**config.mk**
```make
export PLATFORM = sky130hd
export DESIGN_NAME = nic_fifo
export DESIGN_NICKNAME = d
export VERILOG_FILES = /design/src/rtl/nic_fifo.sv
export SDC_FILE = /design/constraint.sdc
export NUM_CORES = 1
export LEC_CHECK = 0
export BUFFER_PORTS_ARGS = -buffer_cell sky130_fd_sc_hd__buf_2
export CORE_UTILIZATION = 50
export DETAILED_ROUTE_END_ITERATION = 12
export PLACE_DENSITY_LB_ADDON = 0.08
export SYNTH_ARGS = -nofsm -noshare
export SYNTH_HDL_FRONTEND = slang
export SYNTH_SLANG_ARGS = --single-unit
```
**constraint.sdc**
```tcl
create_clock -name clk -period 10.5 [get_ports clk]
set_input_delay 0.525 -clock clk [delete_from_list [all_inputs] [get_ports clk]]
set_output_delay 0.525 -clock clk [all_outputs]
set_load 0.1 [all_outputs]
```
**src/rtl/nic_fifo.sv**
```systemverilog
// Network interface between a memory-mapped processor port and one mesh router port.
// Each direction has a FIFO with occupancy counts and sticky overflow/underflow status.
module nic_fifo #(
    parameter int DATA_WIDTH = 64,
    parameter int OUT_DEPTH  = 4,
    parameter int IN_DEPTH   = 4
) (
    input  logic                  clk,
    input  logic                  reset,
    input  logic [1:0]            addr,
    input  logic [DATA_WIDTH-1:0] d_in,
    input  logic                  nicEn,
    input  logic                  nicWrEn,
    output logic [DATA_WIDTH-1:0] d_out,
    output logic [DATA_WIDTH-1:0] net_do,
    output logic                  net_so,
    input  logic                  net_ro,
    input  logic                  net_polarity,
    input  logic [DATA_WIDTH-1:0] net_di,
    input  logic                  net_si,
    output logic                  net_ri
);

    localparam int OCW = $clog2(OUT_DEPTH + 1);
    localparam int OPW = $clog2(OUT_DEPTH);
    localparam int ICW = $clog2(IN_DEPTH + 1);
    localparam int IPW = $clog2(IN_DEPTH);
    localparam logic [OCW-1:0] OUT_FULL_CNT = OCW'(OUT_DEPTH);
    localparam logic [ICW-1:0] IN_FULL_CNT  = ICW'(IN_DEPTH);

    logic [DATA_WIDTH-1:0] r_out_mem [OUT_DEPTH];
    logic [DATA_WIDTH-1:0] r_in_mem  [IN_DEPTH];
    logic [OPW-1:0]        r_out_wptr, r_out_rptr;
    logic [IPW-1:0]        r_in_wptr, r_in_rptr;
    logic [OCW-1:0]        r_out_count;
    logic [ICW-1:0]        r_in_count;
    logic                  r_out_ovf, r_in_ovf, r_in_unf;

    logic                  w_wr, w_rd;
    logic                  w_out_empty, w_out_full, w_in_empty, w_in_full;
    logic                  w_out_push, w_out_ovf_set, w_net_so;
    logic                  w_in_push, w_in_pop, w_in_ovf_set, w_in_unf_set;
    logic                  w_flag_clr;
    logic [DATA_WIDTH-1:0] w_net_do, w_in_head;
    logic [DATA_WIDTH-1:0] w_in_status, w_out_status;

    assign w_wr        = nicEn & nicWrEn;
    assign w_rd        = nicEn & ~nicWrEn;
    assign w_out_empty = (r_out_count == {OCW{1'b0}});
    assign w_out_full  = (r_out_count == OUT_FULL_CNT);
    assign w_in_empty  = (r_in_count == {ICW{1'b0}});
    assign w_in_full   = (r_in_count == IN_FULL_CNT);

    // A full output FIFO can still take a write in the cycle its head leaves.
    assign w_net_do      = w_out_empty ? {DATA_WIDTH{1'b0}} : r_out_mem[r_out_rptr];
    assign w_net_so      = ~w_out_empty & net_ro & (w_net_do[DATA_WIDTH-1] != net_polarity);
    assign w_out_push    = w_wr & (addr == 2'b10) & (~w_out_full | w_net_so);
    assign w_out_ovf_set = w_wr & (addr == 2'b10) & w_out_full & ~w_net_so;

    assign w_in_head     = w_in_empty ? {DATA_WIDTH{1'b0}} : r_in_mem[r_in_rptr];
    assign w_in_push     = net_si & ~w_in_full;
    assign w_in_ovf_set  = net_si & w_in_full;
    assign w_in_pop      = w_rd & (addr == 2'b00) & ~w_in_empty;
    assign w_in_unf_set  = w_rd & (addr == 2'b00) & w_in_empty;
    assign w_flag_clr    = w_wr & (addr == 2'b11) & d_in[16];

    assign net_do = w_net_do;
    assign net_so = w_net_so;
    assign net_ri = ~w_in_full;

    // Status words: counts zero-extended into bits [15:8], sticky flags above.
    always_comb begin
        w_in_status      = {DATA_WIDTH{1'b0}};
        w_out_status     = {DATA_WIDTH{1'b0}};
        w_in_status[0]   = ~w_in_empty;
        w_in_status[15:8] = 8'(r_in_count);
        w_in_status[16]  = r_in_unf;
        w_in_status[17]  = r_in_ovf;
        w_out_status[0]  = w_out_full;
        w_out_status[15:8] = 8'(r_out_count);
        w_out_status[16] = r_out_ovf;
    end

    // Processor read mux.
    always_comb begin
        d_out = {DATA_WIDTH{1'b0}};
        case (addr)
            2'b00:   d_out = w_in_head;
            2'b01:   d_out = w_in_status;
            2'b10:   d_out = {DATA_WIDTH{1'b0}};
            2'b11:   d_out = w_out_status;
            default: d_out = {DATA_WIDTH{1'b0}};
        endcase
    end

    // Storage arrays; unread slots need no reset because empty heads are masked.
    always_ff @(posedge clk) begin
        if (w_out_push) r_out_mem[r_out_wptr] <= d_in;
        if (w_in_push)  r_in_mem[r_in_wptr]   <= net_di;
    end

    // Output FIFO pointers and count.
    always_ff @(posedge clk or posedge reset) begin
        if (reset) begin
            r_out_wptr  <= {OPW{1'b0}};
            r_out_rptr  <= {OPW{1'b0}};
            r_out_count <= {OCW{1'b0}};
        end else begin
            if (w_out_push) r_out_wptr <= r_out_wptr + 1'b1;
            if (w_net_so)   r_out_rptr <= r_out_rptr + 1'b1;
            case ({w_out_push, w_net_so})
                2'b10:   r_out_count <= r_out_count + 1'b1;
                2'b01:   r_out_count <= r_out_count - 1'b1;
                default: r_out_count <= r_out_count;
            endcase
        end
    end

    // Input FIFO pointers and count.
    always_ff @(posedge clk or posedge reset) begin
        if (reset) begin
            r_in_wptr  <= {IPW{1'b0}};
            r_in_rptr  <= {IPW{1'b0}};
            r_in_count <= {ICW{1'b0}};
        end else begin
            if (w_in_push) r_in_wptr <= r_in_wptr + 1'b1;
            if (w_in_pop)  r_in_rptr <= r_in_rptr + 1'b1;
            case ({w_in_push, w_in_pop})
                2'b10:   r_in_count <= r_in_count + 1'b1;
                2'b01:   r_in_count <= r_in_count - 1'b1;
                default: r_in_count <= r_in_count;
            endcase
        end
    end

    // Sticky flags: a set in the same cycle as a clear wins.
    always_ff @(posedge clk or posedge reset) begin
        if (reset) begin
            r_out_ovf <= 1'b0;
            r_in_ovf  <= 1'b0;
            r_in_unf  <= 1'b0;
        end else begin
            r_out_ovf <= w_out_ovf_set | (r_out_ovf & ~w_flag_clr);
            r_in_ovf  <= w_in_ovf_set  | (r_in_ovf  & ~w_flag_clr);
            r_in_unf  <= w_in_unf_set  | (r_in_unf  & ~w_flag_clr);
        end
    end

endmodule

```
==> results of run 1 <==
==> final cells by class <==
cell class,count,area share
multi-input combinational,334,0.181
clock inverter,25,0.00780
inverter,12,0.00188
sequential,529,0.662
clock buffer,74,0.0628
antenna,3,0.000314
timing repair buffer,271,0.0573
tap,525,0.0275
==> per-layer routing <==
metal / wire [µm] / vias up / track usage
met2: 19600 / 244 / 0.321
li1: - / 4313 / -
met5: 80 / - / 0
met3: 2780 / 66 / 0.0620
met1: 15700 / 4942 / 0.241
met4: 728 / 14 / 0.0508
==> cells by family after synthesis <==
group           count (synthesis)
flops                         529
simple gates                  161
mux                           132
buf+inv                        57
compound gates                 19
xor+xnor                       11
fa+ha+maj                      11
==> final timing paths <==
check                      cells past startpoint  slack (ns)                    endpoint
setup / recovery                               5        6.63                    d_out[8]
hold / removal                                 2        0.03  r_out_count[2]$_DFFE_PP0P_
setup reg to reg                               5        7.24  r_out_mem[2][51]$_DFFE_PP_
hold reg to reg                                1        0.50         r_out_ovf$_DFF_PP0_
max in group asynchronous                      2        9.95    r_in_rptr[0]$_DFFE_PP0P_
min in group clk                               1        0.15   r_in_mem[0][60]$_DFFE_PP_
==> synthesized netlist by cell type (all sizes together), types with 3 or more instances <==
| cell | count | share of area |
|---|---|---|
| edfxtp | 512 | 0.76 |
| o21ai | 5 | 0.0012 |
| buf | 20 | 0.0047 |
| nand2 | 10 | 0.0018 |
| clkbuf | 25 | 0.0046 |
| xor2 | 3 | 0.0013 |
| and3 | 5 | 0.0015 |
| a22oi | 6 | 0.0022 |
| inv | 12 | 0.0022 |
| nor2 | 7 | 0.0013 |
| nor3 | 3 | 0.00074 |
| nor2b | 123 | 0.038 |
| dfrtp | 17 | 0.021 |
| xnor2 | 8 | 0.0034 |
| mux4 | 128 | 0.14 |
| ha | 9 | 0.0055 |
| and2 | 5 | 0.0015 |
==> flip-flops by register name, indices dropped and copies added (netlist names), 2 cells and up <==
| register | count |
|---|---|
| r_in_count | 3 |
| r_out_rptr | 2 |
| r_out_wptr | 2 |
| r_in_mem | 256 |
| r_out_mem | 256 |
| r_in_wptr | 2 |
| r_in_rptr | 2 |
| r_out_count | 3 |
==> placed cells by master (no fill, tap or decap), types with 5 or more instances in the layout <==
cell,Yosys,layout
clkinv_1,0,13
ha_1,9,9
nor2_1,7,7
a22oi_1,6,6
nand2_1,10,10
clkinv_2,0,8
buf_2,14,266
xnor2_1,8,8
clkbuf_16,0,57
edfxtp_1,512,512
nor2b_1,123,123
inv_1,11,11
mux4_2,128,128
buf_4,1,5
dfrtp_1,17,13
clkbuf_1,25,16
==> stage by stage <==
stage,instances,hold WS (ns)
after CTS,1770,0.0450
after detailed placement,1671,0.485
after global placement,1671,0.489
final,1773,0.0342
after global routing,1771,0.0847
after floorplan,920,0.451
==> impl_metrics.csv, run 1 <==
group,metric,value,unit
clocking,cts.clk_slew.worst_paths,0.06,ns
die,die_w,204,µm
sta,fmax,0.259,GHz
place,gp_congestion,0.747,
grt,grt_pass1_vias,10000,
clocking,cts.path.max_buffers,3,
cells_and_area,syn_to_final_growth,17.6,%
grt,grt_max_degree,66,
grt,antenna_found_initial,10,
cells_and_area,postLayoutCellArea,23900,µm²
sta,rsz0062_at_grt,"no",
sta,period_share,0.368,
critical_path,rr_startpoint,"r_out_rptr[0]$_DFFE_PP0P_",
critical_path,cp.required,9.98,ns
worst_hold_path,hp-class,"in -> async",
critical_path,crit_chain,"buf_4 -> mux4_2 -> a22oi_1 -> o21ai_1 -> buf_2",
die,initial_utilization,0.509,
sta,worst_slack,6.63,ns
clocking,clkSinkCount,529,
drt,ant_nets,0,
grt,grt_pass1_wl,58500,µm
yosys,synthSimpleGateAreaFrac,0.0477,
sta,setup_tns,0,ns
die,num_io_pins,267,
sta,final_max_slew_viol_count,0,
die,die_h,204,µm
critical_path,startpoint,"r_in_rptr[0]$_DFFE_PP0P_",
yosys,ys_seq_area_frac,0.778,
yosys,syn_nets,1068,
cells_and_area,nNetsFinal,1350,
critical_path,critPathMaxFanout,34,
yosys,synth_edf_count,512,
sta,worstMarginPinSlew,1.06,ns
yosys,yosys.cell_types.count,40,
clocking,clkLatencyLatePin,0.59,ns
drt,drt_iter0_drc,456,
drt,wl,38900,µm
critical_path,cp_top_family,"buffers and inverters",
outcome,outcome,"complete, no violations",
clocking,post-cts-setup-buffers,0,
place,place_area,22200,µm²
critical_path,slowest_delay,0.84,ns
critical_path,slowest_stage,"dfrtp_4",
sta,slew_headroom,0.295,
grt,grt.total_usage,0.192,
sta,fin_crit,3.87,ns
clocking,h-tree-depth,2,
clocking,numCtsBuffers,54,
flow_run,maxCapViolCount,0,
sta,setup_viol,0,
place,dp_worst_setup_slack,7.09,ns
critical_path,arrival,3.34,ns
die,rows,73,
yosys,syn-cell-area,20300,µm²
clocking,cts_resized,0,
yosys,netlist_instances,920,
clocking,cts_tree,"yes",
cells_and_area,multi_input_area,4320,µm²
drt,via_count,9579,
critical_path,critPathLaunchType,"register",
sta,final_hold_viol_count,0,
cells_and_area,fin_util,0.599,
yosys,avgSynthCellArea,22.1,µm²
place,dp_hpwl,22000,µm
die,core,39900,µm²
drt,drt_pass1_iterations,4,
yosys,synth-main-ff-cell,"edfxtp_1",
yosys,synth_adder_area_share,0.00751,
place,portBuffers,266,
clocking,cts_hold_buf,0,
yosys,async_reset_ff_frac,0.0321,
critical_path,criticalPathCategory,"reg -> out",
critical_path,path_buf_inv,2,
cells_and_area,n_fill_cell,2937,
yosys,synth_xor_xnor_area_share,0.00474,
drt,drt-vias-per-instance,5.40,
cells_and_area,seq_area,15800,µm²
clocking,cts-root-buf,"clkbuf_16",
die,die_area,41400,µm²
critical_path,critPathCaptureType,"output pin",
sta,final.setup_skew,0.0204,ns
drt,post_drt_wl_per_cell,21.9,µm
yosys,synthMuxAreaShare,0.144,
yosys,synth_top_family_by_area,"multiplexers",
yosys,yosysWarnings,0,
grt,gr-total-overflow,0,
cells_and_area,drive_gt1_frac,0.390,
yosys,ys_ff_latch,529,
yosys,synth-compound-area-share,0.00690,
drt,drcViolationCount,0,
Power of run 1 is left out: the tool's default activity adds up to more than one toggle a clock period on the data nets, which glitch-free logic cannot reach.
==> run 2: changes to the inputs <==
--- a/config.mk
+++ b/config.mk
@@ -5,6 +5,7 @@
 export SDC_FILE = /design/constraint.sdc
 export NUM_CORES = 1
 export LEC_CHECK = 0
+export ABC_AREA = 1
 export BUFFER_PORTS_ARGS = -buffer_cell sky130_fd_sc_hd__buf_2
 export CORE_UTILIZATION = 50
 export DETAILED_ROUTE_END_ITERATION = 12
==> constraint.sdc (replaced) <==
create_clock -name clk -period 3.1 [get_ports clk]
set_input_delay 0.155 -clock clk [delete_from_list [all_inputs] [get_ports clk]]
set_output_delay 0.155 -clock clk [all_outputs]
set_load 0.1 [all_outputs]
==> run 2 against run 1 <==
  * Die area increased by 2.1%
  * Via count increased by 43%
  * Register-to-register slack got worse by 6.5 ns
  * Non-clock buffer count increased by 157
  * Global-route usage increased by 3.5 points
  * Utilization increased by 8.1 points
  * Critical path depth increased by 1
  * Sequential cell count unchanged
  * Synthesized cell count increased by 78%
==> impl_metrics.csv, run 2 <==
group,metric,value,unit
critical_path,startpoint,"r_out_rptr[0]$_DFFE_PP0P_",
drt,drt_iter0_drc,1033,
die,rows,74,
critical_path,critPathCaptureType,"output pin",
critical_path,r2r_end,"r_out_mem[2][13]$_DFFE_PP_",
sta,final_hold_viol_count,0,
yosys,syn-cell-area,20700,µm²
yosys,synthSimpleGateAreaFrac,0.104,
critical_path,slowest_delay,0.56,ns
cells_and_area,syn_to_final_growth,34.1,%
critical_path,crit_chain,"buf_12 -> nor2_1 -> nor2_1 -> o21ai_0 -> a21oi_1 -> buf_12",
critical_path,reg2reg_depth,11,
outcome,outcome,"complete, no violations",
yosys,synth_adder_area_share,0.00736,
critical_path,cp_top_family,"buffers and inverters",
yosys,synth_top_family_by_area,"simple AND/OR/NAND/NOR gates",
place,gp_congestion,0.797,
drt,wl,47600,µm
clocking,cts_resized,0,
yosys,ys_seq_area_frac,0.761,
critical_path,endpoint,"net_do[55]",
sta,period_share,0.893,
yosys,yosys.area.top_type_share,0.741,
sta,worstMarginPinSlew,0.873,ns
worst_hold_path,hp-class,"in -> reg",
yosys,syn_nets,1785,
grt,gr-total-overflow,0,
grt,grt.total_usage,0.226,
sta,slew_headroom,0.418,
sta,hold_ws,0.0505,ns
sta,rsz0062_at_grt,"no",
critical_path,rr_startpoint,"r_out_rptr[0]$_DFFE_PP0P_",
yosys,yosys.cell_types.count,30,
yosys,synth_edf_count,512,
yosys,yosys-top-cells-area,"edfxtp_1 74%, nor2_1 9.3%, o21ai_0 5.8%",
die,core,40900,µm²
clocking,h-tree-depth,2,
clocking,clkSinkCount,529,
die,die_area,42300,µm²
clocking,cts_hold_buf,133,
pwr,powerDensity,1140,nW/µm²
critical_path,r2r_slack,0.72,ns
flow_run,maxCapViolCount,0,
drt,drcViolationCount,0,
critical_path,path_buf_inv,2,
pwr,total_power,31.8,mW
yosys,async_reset_ff_frac,0.0321,
cells_and_area,layout_common_cells,"512 x edfxtp_1, 507 x nor2_1, 241 x o21ai_0, 144 x buf_12, 137 x buf_2",
pwr,p_leak,9.89,nW
critical_path,cp.required,2.94,ns
drt,drt-vias-per-instance,5.25,
yosys,ys_ff_latch,529,
sta,worst_slack,0.332,ns
clocking,cts-root-buf,"clkbuf_16",
clocking,cts.clk_slew.worst_paths,0.06,ns
drt,post_drt_wl_per_cell,18.3,µm
place,dp_hpwl,27100,µm
sta,fin_crit,2.77,ns
yosys,yosysMostFrequentCell,"nor2_1",
critical_path,critPathLaunchType,"register",
yosys,synth-main-ff-cell,"edfxtp_1",
cells_and_area,fin_util,0.680,
clocking,cts.path.max_buffers,3,
yosys,yosysTopAreaCell,"edfxtp_1",
yosys,synthMuxAreaShare,0,
die,num_io_pins,267,
sta,setup_viol,0,
cells_and_area,largest_registers,"r_in_mem (256), r_out_mem (256)",
yosys,ys_top_cells_by_count,"515 x nor2_1, 512 x edfxtp_1, 241 x o21ai_0",
sta,final_max_slew_viol_count,0,
die,initial_utilization,0.507,
die,die_w,206,µm
clocking,post-cts-setup-buffers,0,
die,die_h,206,µm
drt,via_count,13700,
cells_and_area,mostFrequentLayoutCell,"edfxtp_1",
drt,drt_pass1_iterations,5,
critical_path,slowest_stage,"dfrtp_4",
cells_and_area,drive_gt1_frac,0.194,
yosys,synth-compound-area-share,0.0973,
yosys,netlist_instances,1637,
grt,grt_pass1_wl,73400,µm
drt,ant_nets,0,
yosys,synth_xor_xnor_area_share,0.00295,
place,portBuffers,266,
pwr,ir_worst_vdd,928,µV
grt,grt_max_degree,130,
yosys,avgSynthCellArea,12.7,µm²
grt,grt_pass1_vias,13600,
critical_path,critPathMaxFanout,113,
critical_path,arrival,2.61,ns
critical_path,cp_num_cells,6,
sta,final.setup_skew,0.00918,ns
place,dp_worst_setup_slack,0.732,ns
clocking,cts_tree,"yes",
clocking,numCtsBuffers,52,
cells_and_area,nNetsFinal,2172,
critical_path,criticalPathCategory,"reg -> out",
yosys,yosysWarnings,0,
clocking,clkLatencyLatePin,0.58,ns
grt,antenna_found_initial,3,
sta,fmax,0.361,GHz
==> run 2: where the power goes <==
part	internal (mW)	leakage [nW]	switching (mW)	total, mW
combinational	5.05	4.21	11.3	16.3
sequential	8.78	4.84	0.295	9.08
clock	3.81	0.841	2.54	6.35
==> run 2: cell type report <==
class / count / area (µm²)
diodes: 2 / 5.00
clock buffers: 65 / 1380
clock inverters: 30 / 343
fillers: 2921 / 13100
inverters: 39 / 151
multi-input cells: 974 / 4460
flip-flops and latches: 529 / 15800
well taps: 532 / 666
repair buffers: 428 / 5000
==> run 2: metal layers <==
layer  track usage  vias up  share of wire
met5             0        -        0.00021
li1              -     6568              -
met1         0.299     6625           0.43
met2         0.385      403           0.50
met4        0.0661        2          0.017
met3        0.0375       55          0.056
==> run 2: worst reg2reg max path, delay by kind of cell (launching register included) <==
family        cells  cell delay, ns
buf+inv           2            0.38
flops             1            0.56
simple gates      9            1.09
==> run 2: worst min path at each step <==
stage / startpoint / end / slack (ns) / cells after the start
2_1_floorplan: reset / r_in_count[0]$_DFFE_PP0P_ / 0.08 / 1
3_3_place_gp: reset / r_out_rptr[0]$_DFFE_PP0P_ / 0.33 / 2
3_5_place_dp: reset / r_out_rptr[0]$_DFFE_PP0P_ / 0.33 / 2
4_1_cts: nicEn / r_in_unf$_DFF_PP0_ / 0.01 / 4
5_1_grt: nicEn / r_in_unf$_DFF_PP0_ / 0.06 / 4
6_report: nicEn / r_in_unf$_DFF_PP0_ / 0.05 / 4
==> run 2: cells by family after synthesis <==
logic type | count (synthesis)
and+or+nand+nor | 559
DFF | 529
xor gates and xnor gates | 7
AOI/OAI and AO/OA | 397
buffers and inverters | 134
adders and majority gates | 11
==> run 2: metrics by stage <==
step	area, µm²	std cells	TNS (ns)
after floorplan	20800	1637	-36.17
after global placement	24800	2369	0
after detailed placement	24800	2369	0
after CTS	27800	2597	0
after global routing	27800	2599	0
final	27800	2599	0
No activity file was read; power rests on OpenSTA's default activity.
